### config.mk
export PLATFORM = sky130hd
export DESIGN_NAME = pipe_fwd_chain_flat
export DESIGN_NICKNAME = d
export VERILOG_FILES = /design/src/rtl/pipe_fwd_chain_pkg.sv /design/src/rtl/pipe_fwd_chain_if.sv /design/src/rtl/pipe_fwd_chain_stage.sv /design/src/rtl/pipe_fwd_chain.sv /design/src/flat_wrapper.sv
export SDC_FILE = /design/constraint.sdc
export NUM_CORES = 1
export LEC_CHECK = 0
export ABC_CLOCK_PERIOD_IN_PS = 3900
export CAP_MARGIN = 40
export CORE_MARGIN = 4
export CORE_UTILIZATION = 43
export CTS_CLUSTER_SIZE = 40
export DETAILED_ROUTE_END_ITERATION = 16
export GPL_TIMING_DRIVEN = 0
export PLACE_DENSITY = 0.8
export SETUP_SLACK_MARGIN = 0.05
export SLEW_MARGIN = 30
export SYNTH_ARGS = -nofsm -noshare
export SYNTH_HDL_FRONTEND = slang
export SYNTH_SLANG_ARGS = --single-unit
### constraint.sdc
create_clock -name clk -period 3.9 [get_ports clk]
set_input_delay 1.17 -clock clk [delete_from_list [all_inputs] [get_ports clk]]
set_output_delay 1.17 -clock clk [all_outputs]
set_load 0.02 [all_outputs]
### src/rtl/pipe_fwd_chain_pkg.sv
// Shared definitions for the pipeline forwarding chain: default widths,
// the x0 register index and the forward-candidate predicate.
package pipe_fwd_chain_pkg;

  localparam int DEF_DATA_W   = 32;
  localparam int DEF_REG_AW   = 5;
  localparam int DEF_CTRL_W   = 8;
  localparam int DEF_DEPTH    = 2;
  localparam int DEF_LD_STAGE = 1;

  // Architectural zero register; writes to it never forward or retire.
  localparam int X0 = 0;

  // An entry is a forward candidate when it is live, writes a register,
  // targets the requested source and that source is not x0.
  function automatic logic fwd_cand(input logic v, input logic we,
                                    input logic rd_eq, input logic rs_nz);
    return v & we & rd_eq & rs_nz;
  endfunction

endpackage

### src/rtl/pipe_fwd_chain_if.sv
// Issue / forward / retire bundle between ID/EX issue logic, the chain and
// the regfile write port. master = upstream driver, slave = the chain.
interface pipe_fwd_chain_if
  import pipe_fwd_chain_pkg::*;
#(
  parameter int DATA_W = DEF_DATA_W,
  parameter int REG_AW = DEF_REG_AW,
  parameter int CTRL_W = DEF_CTRL_W,
  parameter int DEPTH  = DEF_DEPTH
) ();

  logic              stall;
  logic [DEPTH-1:0]  flush;
  logic              iss_valid;
  logic [REG_AW-1:0] iss_rd;
  logic              iss_we;
  logic              iss_is_ld;
  logic [DATA_W-1:0] iss_data;
  logic [CTRL_W-1:0] iss_ctrl;
  logic [DATA_W-1:0] ld_data;
  logic [REG_AW-1:0] rs1_addr;
  logic [REG_AW-1:0] rs2_addr;
  logic              rs1_hit;
  logic [DATA_W-1:0] rs1_data;
  logic              rs2_hit;
  logic [DATA_W-1:0] rs2_data;
  logic              hazard;
  logic              ret_valid;
  logic [REG_AW-1:0] ret_rd;
  logic [DATA_W-1:0] ret_data;
  logic [CTRL_W-1:0] ret_ctrl;
  logic [DEPTH-1:0]  stage_valid;

  modport master (
    output stall, flush, iss_valid, iss_rd, iss_we, iss_is_ld, iss_data,
           iss_ctrl, ld_data, rs1_addr, rs2_addr,
    input  rs1_hit, rs1_data, rs2_hit, rs2_data, hazard,
           ret_valid, ret_rd, ret_data, ret_ctrl, stage_valid
  );

  modport slave (
    input  stall, flush, iss_valid, iss_rd, iss_we, iss_is_ld, iss_data,
           iss_ctrl, ld_data, rs1_addr, rs2_addr,
    output rs1_hit, rs1_data, rs2_hit, rs2_data, hazard,
           ret_valid, ret_rd, ret_data, ret_ctrl, stage_valid
  );

endinterface

### src/rtl/pipe_fwd_chain_stage.sv
// One pipeline entry register with hold (stall), flush and, for the load
// stage, substitution of the arriving load data into its effective value.
module pipe_fwd_chain_stage
  import pipe_fwd_chain_pkg::*;
#(
  parameter int DATA_W = DEF_DATA_W,
  parameter int REG_AW = DEF_REG_AW,
  parameter int CTRL_W = DEF_CTRL_W,
  parameter bit IS_LD  = 1'b0
) (
  input  logic              clk,
  input  logic              reset,
  input  logic              hold,
  input  logic              flush,
  input  logic              d_v,
  input  logic [REG_AW-1:0] d_rd,
  input  logic              d_we,
  input  logic              d_rdy,
  input  logic [DATA_W-1:0] d_data,
  input  logic [CTRL_W-1:0] d_ctrl,
  input  logic [DATA_W-1:0] ld_data,
  output logic              q_v,
  output logic [REG_AW-1:0] q_rd,
  output logic              q_we,
  output logic [CTRL_W-1:0] q_ctrl,
  output logic              eff_avail,
  output logic [DATA_W-1:0] eff_data
);

  logic              q_rdy;
  logic [DATA_W-1:0] q_data;

  // Entry register: load when advancing, hold when stalled; flush kills v either way.
  always_ff @(posedge clk or negedge reset) begin
    if (!reset) begin
      q_v    <= 1'b0;
      q_rd   <= '0;
      q_we   <= 1'b0;
      q_rdy  <= 1'b0;
      q_data <= '0;
      q_ctrl <= '0;
    end else begin
      if (!hold) begin
        q_v    <= d_v;
        q_rd   <= d_rd;
        q_we   <= d_we;
        q_rdy  <= d_rdy;
        q_data <= d_data;
        q_ctrl <= d_ctrl;
      end
      if (flush) q_v <= 1'b0;
    end
  end

  // Effective value: stored result, or live load data while a pending load sits here.
  always_comb begin
    eff_avail = q_v & (q_rdy | IS_LD);
    eff_data  = '0;
    if (q_rdy)            eff_data = q_data;
    else if (IS_LD && q_v) eff_data = ld_data;
  end

endmodule

### src/rtl/pipe_fwd_chain.sv
// Parametrised pipeline register chain: carries rd/we/result/sideband through
// DEPTH stages, forwards the youngest matching result to rs1/rs2, interlocks
// on load-use and retires the oldest stage to the regfile.
module pipe_fwd_chain
  import pipe_fwd_chain_pkg::*;
#(
  parameter int DATA_W   = DEF_DATA_W,
  parameter int REG_AW   = DEF_REG_AW,
  parameter int CTRL_W   = DEF_CTRL_W,
  parameter int DEPTH    = DEF_DEPTH,
  parameter int LD_STAGE = DEF_LD_STAGE
) (
  input logic            clk,
  input logic            reset,
  pipe_fwd_chain_if.slave bus
);

  localparam int LAST = DEPTH - 1;

  // Stage outputs (index 0 youngest).
  logic [DEPTH-1:0]             vld_pipe;
  logic [DEPTH-1:0]             s_we;
  logic [DEPTH-1:0]             s_avail;
  logic [DEPTH-1:0][REG_AW-1:0] s_rd;
  logic [DEPTH-1:0][DATA_W-1:0] s_eff;
  logic [DEPTH-1:0][CTRL_W-1:0] s_ctrl;

  // Stage inputs.
  logic [DEPTH-1:0]             d_v;
  logic [DEPTH-1:0]             d_we;
  logic [DEPTH-1:0]             d_rdy;
  logic [DEPTH-1:0][REG_AW-1:0] d_rd;
  logic [DEPTH-1:0][DATA_W-1:0] d_data;
  logic [DEPTH-1:0][CTRL_W-1:0] d_ctrl;

  logic                         hazard;

  if (DEPTH < 1 || LD_STAGE < 0 || LD_STAGE >= DEPTH) begin : g_param_bad
    $error("pipe_fwd_chain: need DEPTH>=1 and 0<=LD_STAGE<DEPTH");
  end

  for (genvar k = 0; k < DEPTH; k++) begin : g_stage
    if (k == 0) begin : g_head
      // Hazard turns the issue slot into a bubble; upstream re-presents it.
      assign d_v[k]    = bus.iss_valid & ~hazard;
      assign d_rd[k]   = bus.iss_rd;
      assign d_we[k]   = bus.iss_we;
      assign d_rdy[k]  = ~bus.iss_is_ld;
      assign d_data[k] = bus.iss_data;
      assign d_ctrl[k] = bus.iss_ctrl;
    end else begin : g_body
      // Passing the effective value makes a load capture ld_data as it leaves LD_STAGE.
      assign d_v[k]    = vld_pipe[k-1];
      assign d_rd[k]   = s_rd[k-1];
      assign d_we[k]   = s_we[k-1];
      assign d_rdy[k]  = s_avail[k-1];
      assign d_data[k] = s_eff[k-1];
      assign d_ctrl[k] = s_ctrl[k-1];
    end

    pipe_fwd_chain_stage #(
      .DATA_W (DATA_W),
      .REG_AW (REG_AW),
      .CTRL_W (CTRL_W),
      .IS_LD  (k == LD_STAGE)
    ) u_stage (
      .clk       (clk),
      .reset     (reset),
      .hold      (bus.stall),
      .flush     (bus.flush[k]),
      .d_v       (d_v[k]),
      .d_rd      (d_rd[k]),
      .d_we      (d_we[k]),
      .d_rdy     (d_rdy[k]),
      .d_data    (d_data[k]),
      .d_ctrl    (d_ctrl[k]),
      .ld_data   (bus.ld_data),
      .q_v       (vld_pipe[k]),
      .q_rd      (s_rd[k]),
      .q_we      (s_we[k]),
      .q_ctrl    (s_ctrl[k]),
      .eff_avail (s_avail[k]),
      .eff_data  (s_eff[k])
    );
  end

  logic [1:0][REG_AW-1:0] rs_addr;
  logic [1:0]             found;
  logic [1:0]             win_av;
  logic [1:0][DATA_W-1:0] win_data;
  logic [1:0]             fwd_hit;
  logic [1:0][DATA_W-1:0] fwd_data;

  assign rs_addr = {bus.rs2_addr, bus.rs1_addr};

  // Priority select per source: scan oldest to youngest so the youngest match wins.
  always_comb begin
    found    = '0;
    win_av   = '0;
    win_data = '0;
    fwd_hit  = '0;
    fwd_data = '0;
    for (int j = 0; j < 2; j++) begin
      for (int k = DEPTH - 1; k >= 0; k--) begin
        if (fwd_cand(vld_pipe[k], s_we[k], s_rd[k] == rs_addr[j],
                     rs_addr[j] != REG_AW'(X0))) begin
          found[j]    = 1'b1;
          win_av[j]   = s_avail[k];
          win_data[j] = s_eff[k];
        end
      end
      fwd_hit[j]  = found[j] & win_av[j];
      fwd_data[j] = fwd_hit[j] ? win_data[j] : '0;
    end
  end

  // Load-use interlock: a winning match whose value does not exist yet.
  assign hazard = bus.iss_valid & |(found & ~win_av);

  assign bus.rs1_hit     = fwd_hit[0];
  assign bus.rs1_data    = fwd_data[0];
  assign bus.rs2_hit     = fwd_hit[1];
  assign bus.rs2_data    = fwd_data[1];
  assign bus.hazard      = hazard;
  assign bus.stage_valid = vld_pipe;

  // Retire the oldest stage; nothing retires on a stalled cycle or to x0.
  assign bus.ret_valid = vld_pipe[LAST] & s_we[LAST] &
                         (s_rd[LAST] != REG_AW'(X0)) & ~bus.stall;
  assign bus.ret_rd    = s_rd[LAST];
  assign bus.ret_data  = s_eff[LAST];
  assign bus.ret_ctrl  = s_ctrl[LAST];

endmodule

### src/flat_wrapper.sv
// flat-port wrapper written by rule: the top's interface ports become plain ports
module pipe_fwd_chain_flat import pipe_fwd_chain_pkg::*;
#(
  parameter int DATA_W   = DEF_DATA_W,
  parameter int REG_AW   = DEF_REG_AW,
  parameter int CTRL_W   = DEF_CTRL_W,
  parameter int DEPTH    = DEF_DEPTH,
  parameter int LD_STAGE = DEF_LD_STAGE
)
  (clk, reset, bus_stall, bus_flush, bus_iss_valid, bus_iss_rd, bus_iss_we, bus_iss_is_ld, bus_iss_data, bus_iss_ctrl, bus_ld_data, bus_rs1_addr, bus_rs2_addr, bus_rs1_hit, bus_rs1_data, bus_rs2_hit, bus_rs2_data, bus_hazard, bus_ret_valid, bus_ret_rd, bus_ret_data, bus_ret_ctrl, bus_stage_valid);
  pipe_fwd_chain_if #(.DATA_W(DATA_W), .REG_AW(REG_AW), .CTRL_W(CTRL_W), .DEPTH(DEPTH)) bus_i ();
  input logic clk;
  input logic reset;
  input wire logic [$bits(bus_i.stall)-1:0] bus_stall;
  input wire logic [$bits(bus_i.flush)-1:0] bus_flush;
  input wire logic [$bits(bus_i.iss_valid)-1:0] bus_iss_valid;
  input wire logic [$bits(bus_i.iss_rd)-1:0] bus_iss_rd;
  input wire logic [$bits(bus_i.iss_we)-1:0] bus_iss_we;
  input wire logic [$bits(bus_i.iss_is_ld)-1:0] bus_iss_is_ld;
  input wire logic [$bits(bus_i.iss_data)-1:0] bus_iss_data;
  input wire logic [$bits(bus_i.iss_ctrl)-1:0] bus_iss_ctrl;
  input wire logic [$bits(bus_i.ld_data)-1:0] bus_ld_data;
  input wire logic [$bits(bus_i.rs1_addr)-1:0] bus_rs1_addr;
  input wire logic [$bits(bus_i.rs2_addr)-1:0] bus_rs2_addr;
  output wire logic [$bits(bus_i.rs1_hit)-1:0] bus_rs1_hit;
  output wire logic [$bits(bus_i.rs1_data)-1:0] bus_rs1_data;
  output wire logic [$bits(bus_i.rs2_hit)-1:0] bus_rs2_hit;
  output wire logic [$bits(bus_i.rs2_data)-1:0] bus_rs2_data;
  output wire logic [$bits(bus_i.hazard)-1:0] bus_hazard;
  output wire logic [$bits(bus_i.ret_valid)-1:0] bus_ret_valid;
  output wire logic [$bits(bus_i.ret_rd)-1:0] bus_ret_rd;
  output wire logic [$bits(bus_i.ret_data)-1:0] bus_ret_data;
  output wire logic [$bits(bus_i.ret_ctrl)-1:0] bus_ret_ctrl;
  output wire logic [$bits(bus_i.stage_valid)-1:0] bus_stage_valid;
  assign bus_i.stall = bus_stall;
  assign bus_i.flush = bus_flush;
  assign bus_i.iss_valid = bus_iss_valid;
  assign bus_i.iss_rd = bus_iss_rd;
  assign bus_i.iss_we = bus_iss_we;
  assign bus_i.iss_is_ld = bus_iss_is_ld;
  assign bus_i.iss_data = bus_iss_data;
  assign bus_i.iss_ctrl = bus_iss_ctrl;
  assign bus_i.ld_data = bus_ld_data;
  assign bus_i.rs1_addr = bus_rs1_addr;
  assign bus_i.rs2_addr = bus_rs2_addr;
  assign bus_rs1_hit = bus_i.rs1_hit;
  assign bus_rs1_data = bus_i.rs1_data;
  assign bus_rs2_hit = bus_i.rs2_hit;
  assign bus_rs2_data = bus_i.rs2_data;
  assign bus_hazard = bus_i.hazard;
  assign bus_ret_valid = bus_i.ret_valid;
  assign bus_ret_rd = bus_i.ret_rd;
  assign bus_ret_data = bus_i.ret_data;
  assign bus_ret_ctrl = bus_i.ret_ctrl;
  assign bus_stage_valid = bus_i.stage_valid;
  pipe_fwd_chain #(.DATA_W(DATA_W), .REG_AW(REG_AW), .CTRL_W(CTRL_W), .DEPTH(DEPTH), .LD_STAGE(LD_STAGE)) u_core (.clk(clk), .reset(reset), .bus(bus_i));
endmodule
==> impl_metrics.csv, run 1 <==
group,metric,value,unit
global_routing,grt_start_max_net_pins,61,
sta,fin_crit_sh,101,%
sta,whs,0.500,ns
hold_path,worstHoldStart,"u_core.g_stage[1].u_stage.q_data[3]$_DFFE_PN0N_",
die,fp.dieW,116,um
placed_design,dpl.hpwl,12900,um
worst_setup_path,slowest_stage,"or4_4",
clock_tree,clkTransAtPathRegs,0.07,ns
die,start_util,44.1,%
sta,fin_setup_tns,-0.899,ns
die,io_pins,210,
finish,final_cell_mix,"clkdlybuf4s50_1 (129), nand2_1 (101), dfrtp_1 (96)",
worst_setup_path,crit_family,"simple AND/OR/NAND/NOR gates",
sta,max_freq,253,MHz
worst_setup_path,crit_type,"in2out",
outcome,violations,"negative setup slack",
worst_setup_path,cp_num_buf_inv,4,
sta,hold_viol,0,
worst_setup_path,max_stage_delay,0.53,ns
finish,area_growth,81.2,%
clock_tree,clock_sinks,96,
die,core_area,0.0115,mm^2
worst_setup_path,r2r_slack,2.09,ns
placed_design,port_buffers,208,
pwr,peakVddDrop,302,uV
detailed_routing,drc_errors,0,
worst_setup_path,rr_startpoint,"u_core.g_stage[0].u_stage.q_rd[2]$_DFFE_PN0N_",
worst_setup_path,critical_path_required,2.73,ns
synth,synth-compound-area-share,17.4,%
finish,fillCellCount,669,
hold_path,min_path_cells,2,
synth,synth_top_family_by_area,"compound AO/OA/AOI/OAI gates",
detailed_routing,dr.pass1.iters,5,
synth,synth_fa_ha_area_share,0,%
clock_tree,clock_path_buffers,2,
job,drv_cap,0,
sta,layout_setup_ws,-0.0576,ns
clock_tree,cts_tree,"built",
die,num_rows,39,
sta,relSlewSlack,52.6,%
finish,final_common_cell,"clkdlybuf4s50_1",
worst_setup_path,start_kind,"primary input",
pwr,leakage,3.69,nW
synth,avgSynthCellArea,9.76,um^2
synth,synth_nets,613,
hold_path,min_to,"u_core.g_stage[1].u_stage.q_data[3]$_DFFE_PN0N_",
die,die_area,0.0136,mm^2
placed_design,place_area,0.00735,mm^2
die,dieHeight,116,um
global_routing,grt_use_total,29.6,%
clock_tree,htree_levels,3,
sta,final.setup_skew,0.00625,ns
worst_setup_path,cp_max_fo,6,
worst_setup_path,cp_data_arrival_time,2.79,ns
worst_setup_path,r2r_end,"u_core.g_stage[0].u_stage.q_v$_DFFE_PN0P_",
detailed_routing,drt-vias-per-instance,5.77,
global_routing,grt_pass1_wl,30400,um
sta,min_period,3.96,ns
synth,synthSimpleGateAreaFrac,11.2,%
pwr,p_per_area,303,mW/mm^2
synth,synth_area,0.00506,mm^2
synth,synth_mux_area_share,14.0,%
detailed_routing,drtIter0Drc,370,
sta,setup_viol,37,
synth,synth_cell_types,31,
detailed_routing,drt_wl_total,20500,um
synth,ys.warnings.count,0,
global_routing,grt_antenna_before_repair,0,
worst_setup_path,end_kind,"output port",
sta,slew_violations,0,
detailed_routing,wl_per_cell,22.6,um
worst_setup_path,crit_chain,"buf_8 -> or4_4 -> nor2_4 -> or4_4 -> nand2_4 -> buf_12 -> buf_16 -> o22ai_4 -> buf_6",
finish,drive_gt1_share,38.5,%
global_routing,grt_pass1_vias,5643,
finish,antenna_cells,0,
hold_path,hp-class,"reg2reg",
finish,nNetsFinal,854,
placed_design,place_congestion,0.871,
detailed_routing,ant_nets,0,
synth,synthXorXnorAreaFrac,3.46,%
global_routing,grt-ovfl-total,0,
outcome,status,"finished, violations left",
sta,rsz0062_at_grt,"yes",
synth,postSynthCellCount,518,
clock_tree,numCtsBuffers,9,
worst_setup_path,worstRegToRegCells,7,
finish,final_area,0.00916,mm^2
detailed_routing,dr_total_vias,5232,
worst_setup_path,cpMostUsedCell,"or4_4",
synth,ys_ff_latch,96,
sta,worst_pin_slew,0.711,ns
clock_tree,clk_latency,0.35,ns
clock_tree,root_buffer,"clkbuf_16",
synth,synth_seq_area_share,47.5,%
pwr,power,2.77,mW
-- worst reg2reg max path, cell delays in order (launching register included) --
cell and delay [ns]:
dfrtp_1 0.48, xnor2_4 0.20, nand4_1 0.10, or4_4 0.47, buf_6 0.17, clkbuf_16 0.16
nand2_4 0.06, a211oi_1 0.06
-- synth_stat cells --
cell / instances / area [um^2]
clkbuf_1: 28 / 105
buf_4: 3 / 22.5
nor2_1: 5 / 18.8
or4_4: 1 / 11.3
a22o_1: 4 / 35.0
mux2i_1: 3 / 30.0
mux2_2: 60 / 676
or4_1: 3 / 22.5
nand2_1: 103 / 387
buf_2: 8 / 40.0
and2_1: 1 / 6.26
nand3_1: 8 / 40.0
o21ai_0: 43 / 215
nor2b_1: 1 / 6.26
nand2_2: 1 / 6.26
o22ai_2: 9 / 113
buf_6: 4 / 45.0
nand4_1: 4 / 25.0
nor4_2: 2 / 25.0
a211oi_1: 2 / 15.0
a22oi_1: 27 / 203
nor3_1: 1 / 5.00
dfrtp_1: 96 / 2400
xor2_1: 4 / 35.0
inv_1: 29 / 109
and3_1: 1 / 6.26
xnor2_1: 16 / 140
a21oi_1: 1 / 5.00
buf_1: 2 / 7.51
o22ai_1: 47 / 294
nor2_2: 1 / 6.26
-- metal layers --
metal	track usage, %	vias to the layer above	routed length [um]
met2	51.1	302	10500
met4	13.8	0	764
li1	-	2317	-
met5	0	-	0
met1	34.0	2542	7400
met3	8.08	71	1840
-- worst max-delay path by stage --
stage                                                      from                                                to  depth (start not counted)
finish                                          bus_rs1_addr[3]                                  bus_rs1_data[22]                          9
global route        u_core.g_stage[1].u_stage.q_rdy$_DFFE_PN0N_                                  bus_ret_data[23]                          6
CTS                                             bus_rs1_addr[1]                                  bus_rs1_data[25]                          9
detailed placement                              bus_rs1_addr[4]                                  bus_rs1_data[18]                          8
global placement                                          reset  u_core.g_stage[1].u_stage.q_data[18]$_DFFE_PN0N_                          1
floorplan                                       bus_rs2_addr[1]                                  bus_rs2_data[22]                          7
-- state kept, by name (all words and copies together) (netlist names) --
name / count
u_core.g_stage.u_stage.q_ctrl: 16
u_core.g_stage.u_stage.q_rdy: 2
u_core.g_stage.u_stage.eff_avail: 1
u_core.g_stage.u_stage.q_we: 2
u_core.g_stage.u_stage.q_data: 64
u_core.g_stage.u_stage.q_rd: 10
u_core.g_stage.u_stage.q_v: 1
-- power by group --
part | internal, mW | total, mW | switching (mW)
logic | 0.291 | 0.573 | 0.282
clock network | 0.591 | 0.998 | 0.407
registers | 1.11 | 1.20 | 0.0963
total | 1.99 | 2.77 | 0.785
-- through the flow --
step / setup slack, ns / cells / util (%)
final: -0.0576 / 907 / 79.9
after global routing: -0.112 / 907 / 79.9
after CTS: -0.0579 / 906 / 77.3
after detailed placement: -1.17 / 870 / 64.1
after global placement: -1.83 / 869 / 63.8
after floorplan: 0.0659 / 518 / -
-- repair_timing --
action,in CTS,in global routing
setup endpoints to repair,82,92
buffers inserted,10,0
cloned,10,3
resized for setup,621,56
hold buffers,0,0
pin swaps,51,25
-- cell type report --
cell class                      count  area (um^2)  share of cell area (%)
Buffer                             45          419                    4.57
Clock buffer                       10          239                    2.61
Clock inverter                      6         98.8                    1.08
Inverter                           29          109                    1.19
Multi-Input combinational cell    348         3180                    34.7
Sequential cell                    96         2400                    26.2
Tap cell                          143          179                    1.95
Timing Repair Buffer              230         2540                    27.7
-- kinds of logic (layout without fill, tap and decap cells) --
family / after synthesis / in the layout
buffers and inverters: 74 / 320
and+or+nand+nor: 132 / 132
AOI/OAI and AO/OA: 133 / 133
muxes: 63 / 63
DFF: 96 / 96
xor gates and xnor gates: 20 / 20
(Power assumes the default switching activity.)
==> inputs of run 2 (changes only) <==
CORE_UTILIZATION = 45   (was 43)
DONT_BUFFER_PORTS = 1   (was unset)
HOLD_SLACK_MARGIN = 0.15   (was unset)
PLACE_DENSITY = unset   (was 0.8)
==> run 2 against run 1 <==
  * The flow now finishes without violations
  * Design area is 30% lower
  * Worst setup slack gained 0.13 ns
  * Worst hold slack got worse by 0.014 ns
  * Via count is 21% lower
  * Register-to-register slack better by 0.09 ns
  * Wire length decreased by 21%
  * Global-route usage down 5.4 points
  * Non-clock buffer count down 222
  * Utilization decreased by 21 points
  * Critical path depth fell by 4
  * Critical path type unchanged
  * Largest cell class unchanged
  * Largest power group unchanged
==> impl_metrics.csv, run 2 (synthesis gave the netlist of run 1 again) <==
group,metric,value,unit
outcome,status,"completed",
job,drv_cap,0,
placed_design,placed_cells,658,
worst_setup_path,r2r_end,"u_core.g_stage[0].u_stage.q_v$_DFFE_PN0P_",
detailed_routing,drtIter0Drc,281,
pwr,leakage,2.45,nW
sta,fin_crit_sh,98.3,%
die,core_area,0.0109,mm^2
finish,final_common_cell,"nand2_1",
worst_setup_path,crit_type,"in2out",
detailed_routing,ant_nets,0,
hold_path,min_to,"u_core.g_stage[1].u_stage.q_data[22]$_DFFE_PN0N_",
global_routing,grt_use_total,24.2,%
sta,fin_setup_tns,0,ns
sta,rsz0062_at_grt,"yes",
detailed_routing,wl_per_cell,23.7,um
finish,reg_top3,"u_core.g_stage.u_stage.q_data x64, u_core.g_stage.u_stage.q_ctrl x16, u_core.g_stage.u_stage.q_rd x10",
sta,hold_viol,0,
detailed_routing,drc_errors,0,
clock_tree,root_buffer,"clkbuf_16",
die,fp.dieW,114,um
worst_setup_path,cp_max_fo,10,
pwr,p_per_area,381,mW/mm^2
worst_setup_path,start_kind,"primary input",
clock_tree,numCtsBuffers,9,
worst_setup_path,rr_startpoint,"u_core.g_stage[0].u_stage.q_rd[1]$_DFFE_PN0N_",
worst_setup_path,r2r_slack,2.18,ns
finish,antenna_cells,0,
sta,relSlewSlack,45.5,%
detailed_routing,drt_wl_total,16200,um
clock_tree,clk_latency,0.34,ns
finish,final_cell_mix,"nand2_1 (102), dfrtp_1 (96), mux2_2 (60)",
die,io_pins,210,
placed_design,place_area,0.00523,mm^2
worst_setup_path,max_stage_delay,0.57,ns
global_routing,grt_pass1_wl,24300,um
sta,slew_violations,0,
global_routing,grt_pass1_vias,4311,
finish,regMostFlops,"u_core.g_stage.u_stage.q_data",
hold_path,min_path_cells,2,
placed_design,port_buffers,0,
finish,nNetsFinal,632,
clock_tree,htree_levels,3,
detailed_routing,dr_total_vias,4143,
pwr,peakVddDrop,352,uV
placed_design,place_congestion,0.793,
worst_setup_path,crit_chain,"xnor2_1 -> nand4_1 -> or4_4 -> buf_2 -> o22ai_1",
finish,instances_no_fill,682,
worst_setup_path,cp_data_arrival_time,2.66,ns
worst_setup_path,end_kind,"output port",
global_routing,grt-ovfl-total,0,
clock_tree,hold_buffers,0,
hold_path,worstHoldStart,"u_core.g_stage[1].u_stage.q_data[22]$_DFFE_PN0N_",
clock_tree,clock_sinks,96,
sta,max_freq,261,MHz
clock_tree,clock_path_buffers,2,
detailed_routing,drt-vias-per-instance,6.07,
clock_tree,cts_tree,"built",
sta,setup_viol,0,
finish,drive_gt1_share,31.9,%
finish,area_growth,26.9,%
clock_tree,clkTransAtPathRegs,0.07,ns
placed_design,dpl.hpwl,11100,um
global_routing,grt_start_max_net_pins,97,
pwr,power,2.45,mW
die,dieHeight,114,um
worst_setup_path,worstRegToRegCells,6,
die,num_rows,38,
finish,post-route-util,58.7,%
die,start_util,46.2,%
global_routing,grt_antenna_before_repair,0,
die,die_area,0.0130,mm^2
worst_setup_path,critical_path_required,2.73,ns
sta,final.setup_skew,0.00392,ns
worst_setup_path,slowest_stage,"or4_4",
sta,worst_pin_slew,0.813,ns
hold_path,hp-class,"reg2reg",
sta,min_period,3.83,ns
finish,largest_reg_flops,64,
finish,final_area,0.00642,mm^2
detailed_routing,dr.pass1.iters,4,
[run 2: report_power, final]
part / total [mW] / switching, mW / internal, mW
Combinational: 0.321 / 0.179 / 0.142
Clock: 0.898 / 0.395 / 0.503
Sequential: 1.23 / 0.121 / 1.11
Total: 2.45 / 0.694 / 1.75
[run 2: per-stage QoR]
stage	hold WS [ns]	setup WS [ns]
after global routing	0.501	-0.000383
after CTS	0.486	0.0179
after detailed placement	0.471	-0.266
final	0.485	0.0676
after floorplan	0.450	0.0659
after global placement	0.464	-0.242
[run 2: layer usage]
metal,vias to the layer above,wire length (um),global-route usage (%)
li1,1862,-,-
met1,2070,6320,28.9
met2,190,8020,40.4
met3,21,1580,9.44
met4,0,268,6.97
met5,-,0,0
[run 2: how the worst max path moves through the flow]
stage,cells past startpoint,end,start,slack [ns]
3_3_place_gp,6,bus_rs2_data[10],bus_rs2_addr[1],-0.24
5_1_grt,5,bus_rs1_data[0],bus_rs1_addr[1],-0.0004
6_report,5,bus_rs1_data[3],bus_rs1_addr[1],0.07
2_1_floorplan,7,bus_rs2_data[22],bus_rs2_addr[1],0.07
4_1_cts,7,bus_rs1_data[26],bus_rs1_addr[3],0.02
3_5_place_dp,6,bus_rs2_data[10],bus_rs2_addr[1],-0.27
[run 2: worst max-delay path, delay by kind of cell]
| kind | cells | cell delay (ns) |
|---|---|---|
| AND/OR/NAND/NOR | 2 | 0.69 |
| XOR/XNOR | 1 | 0.13 |
| buffers and inverters | 1 | 0.26 |
| AO/OA/AOI/OAI | 1 | 0.41 |
[run 2: area by class of cell]
cell class	count	area [um^2]
fill	946	4520
multi-input combinational	348	3010
sequential	96	2400
buffer	45	312
clock buffer	9	225
tap	140	175
inverter	29	109
timing repair buffer	8	106
clock inverter	7	80.1
[run 2: what timing repair did]
item,4_1_cts,5_1_grt
pin swaps,12,14
gates cloned,1,2
resized for setup,100,46
setup endpoints to repair,66,53
setup buffers,1,4
==> inputs of run 3 (changes only) <==
GPL_TIMING_DRIVEN = 1   (was 0)
==> run 3 against run 2 <==
  * Count of clock-buffer cells in the layout stayed put
  * First-iteration DRC count is 17% higher
  * Sequential power hardly changed
==> impl_metrics.csv, run 3 (synthesis gave the netlist of run 1 again) <==
group,metric,value,unit
global_routing,grt_start_max_net_pins,132,
die,start_util,46.2,%
worst_setup_path,crit_family,"simple AND/OR/NAND/NOR gates",
finish,area_growth,22.7,%
pwr,leakage,2.74,nW
global_routing,grt_pass1_vias,4255,
worst_setup_path,end_kind,"output port",
placed_design,place_ws,-0.0648,ns
finish,post-route-util,56.8,%
finish,final_cell_mix,"nand2_1 (102), dfrtp_1 (96), buf_4 (75)",
worst_setup_path,cp_num_buf_inv,2,
worst_setup_path,crit_type,"in2out",
outcome,status,"completed",
global_routing,grt_antenna_before_repair,0,
clock_tree,clock_sinks,96,
sta,fin_setup_tns,0,ns
finish,reg_top3,"u_core.g_stage.u_stage.q_data x64, u_core.g_stage.u_stage.q_ctrl x16, u_core.g_stage.u_stage.q_rd x10",
clock_tree,numCtsBuffers,9,
sta,relSlewSlack,50.6,%
detailed_routing,drt-vias-per-instance,5.86,
placed_design,place_congestion,0.866,
worst_setup_path,slowest_stage,"or4_1",
finish,drive_gt1_share,33.1,%
job,drv_cap,0,
global_routing,grt_use_total,21.7,%
detailed_routing,ant_nets,0,
worst_setup_path,critical_path_required,2.73,ns
pwr,peakVddDrop,252,uV
finish,fillCellCount,974,
sta,min_period,3.83,ns
clock_tree,hold_buffers,0,
global_routing,grt_pass1_wl,22500,um
die,fp.dieW,114,um
finish,antenna_cells,0,
finish,largest_reg_flops,64,
sta,fin_crit_sh,98.1,%
detailed_routing,dr_total_vias,4220,
clock_tree,cts_tree,"built",
sta,worst_pin_slew,0.737,ns
placed_design,port_buffers,0,
die,io_pins,210,
sta,slew_violations,0,
sta,final.setup_skew,0.00503,ns
pwr,p_per_area,381,mW/mm^2
finish,regMostFlops,"u_core.g_stage.u_stage.q_data",
die,num_rows,38,
detailed_routing,drc_errors,0,
sta,max_freq,261,MHz
detailed_routing,dr.pass1.iters,4,
placed_design,dpl.hpwl,9830,um
clock_tree,clock_path_buffers,2,
finish,nNetsFinal,670,
worst_setup_path,max_stage_delay,0.52,ns
clock_tree,root_buffer,"clkbuf_16",
die,core_area,0.0109,mm^2
clock_tree,htree_levels,3,
detailed_routing,drt_wl_total,15000,um
finish,multi_input_comb_area,0.00241,mm^2
clock_tree,clkTransAtPathRegs,0.07,ns
die,die_area,0.0130,mm^2
hold_path,hp-class,"reg2reg",
worst_setup_path,crit_chain,"or4_1 -> nor2_2 -> or4_4 -> nand2_2 -> buf_12 -> o22ai_1 -> buf_4",
sta,setup_viol,0,
global_routing,grt-ovfl-total,0,
finish,regArea,0.00240,mm^2
sta,layout_setup_ws,0.0733,ns
detailed_routing,drtIter0Drc,329,
sta,rsz0062_at_grt,"yes",
sta,hold_viol,0,
clock_tree,clk_latency,0.34,ns
finish,final_common_cell,"nand2_1",
worst_setup_path,start_kind,"primary input",
worst_setup_path,cp_data_arrival_time,2.66,ns
die,dieHeight,114,um
detailed_routing,wl_per_cell,20.8,um
worst_setup_path,cp_max_fo,17,
run 3: cell types whose count changed in the layout (fill, tap and decap cells not counted), moves of 4 or more:
cell and delta:
o22ai_4 -34, buf_8 -4, o21ai_0 +7, o22ai_1 +37, xnor2_1 +4, buf_4 +69
clkbuf_1 -25
run 3: metal layers:
metal / global-route usage (%) / wire [um] / vias to the layer above
li1: - / - / 1938
met1: 27.1 / 5970 / 2052
met2: 34.9 / 7260 / 204
met3: 7.75 / 1400 / 26
met4: 7.21 / 331 / 0
met5: 0 / 0 / -
run 3: worst reg2reg max path, cell delays in order, from the launching register on:
cell	delay, ns
dfrtp_1	0.42
xnor2_1	0.18
nand4_1	0.11
or4_4	0.55
buf_12	0.20
nand2_1	0.08
a211oi_1	0.07
run 3: final timing paths:
check	slack (ns)	startpoint	to	cells past startpoint
worst min register to register	0.48	u_core.g_stage[1].u_stage.q_data[18]$_DFFE_PN0N_	u_core.g_stage[1].u_stage.q_data[18]$_DFFE_PN0N_	2
worst min-delay path	0.48	u_core.g_stage[1].u_stage.q_data[18]$_DFFE_PN0N_	u_core.g_stage[1].u_stage.q_data[18]$_DFFE_PN0N_	2
max in group asynchronous	3.25	reset	u_core.g_stage[1].u_stage.q_data[30]$_DFFE_PN0N_	0
worst max-delay path	0.07	bus_rs1_addr[3]	bus_rs1_data[2]	7
worst max register to register	2.18	u_core.g_stage[0].u_stage.q_rd[1]$_DFFE_PN0N_	u_core.g_stage[0].u_stage.q_v$_DFFE_PN0P_	6
min in group asynchronous	0.52	reset	u_core.g_stage[1].u_stage.q_data[6]$_DFFE_PN0N_	0
run 3: report_power, final:
group / switching [mW] / internal, mW / leakage [nW] / total (mW)
clock: 0.386 / 0.498 / 0.146 / 0.884
combinational: 0.133 / 0.129 / 1.43 / 0.262
sequential: 0.113 / 1.11 / 1.17 / 1.22
run 3: layout make-up:
cell class / count / share of cell area, %
Inverter: 29 / 1.75
Timing Repair Buffer: 91 / 13.1
Tap cell: 140 / 2.82
Multi-Input combinational cell: 348 / 38.8
Clock buffer: 9 / 3.63
Clock inverter: 7 / 1.13
Sequential cell: 96 / 38.7
run 3: through the flow:
step | power (mW) | instance area (um^2) | hold WS [ns] | instances
final | 2.37 | 6210 | 0.485 | 720
after global routing | 2.48 | 6210 | 0.498 | 720
after CTS | 2.38 | 6030 | 0.484 | 715
after detailed placement | 1.50 | 5720 | 0.468 | 698
after global placement | 1.48 | 5720 | 0.462 | 698
after floorplan | 1.44 | 5060 | 0.450 | 518
run 3: repair_timing:
item / in CTS / in global routing
buffers inserted: 1 / 2
pin swaps: 1 / 3
setup endpoints to repair: 34 / 63
cloned: 0 / 3
gates resized for setup: 2 / 23
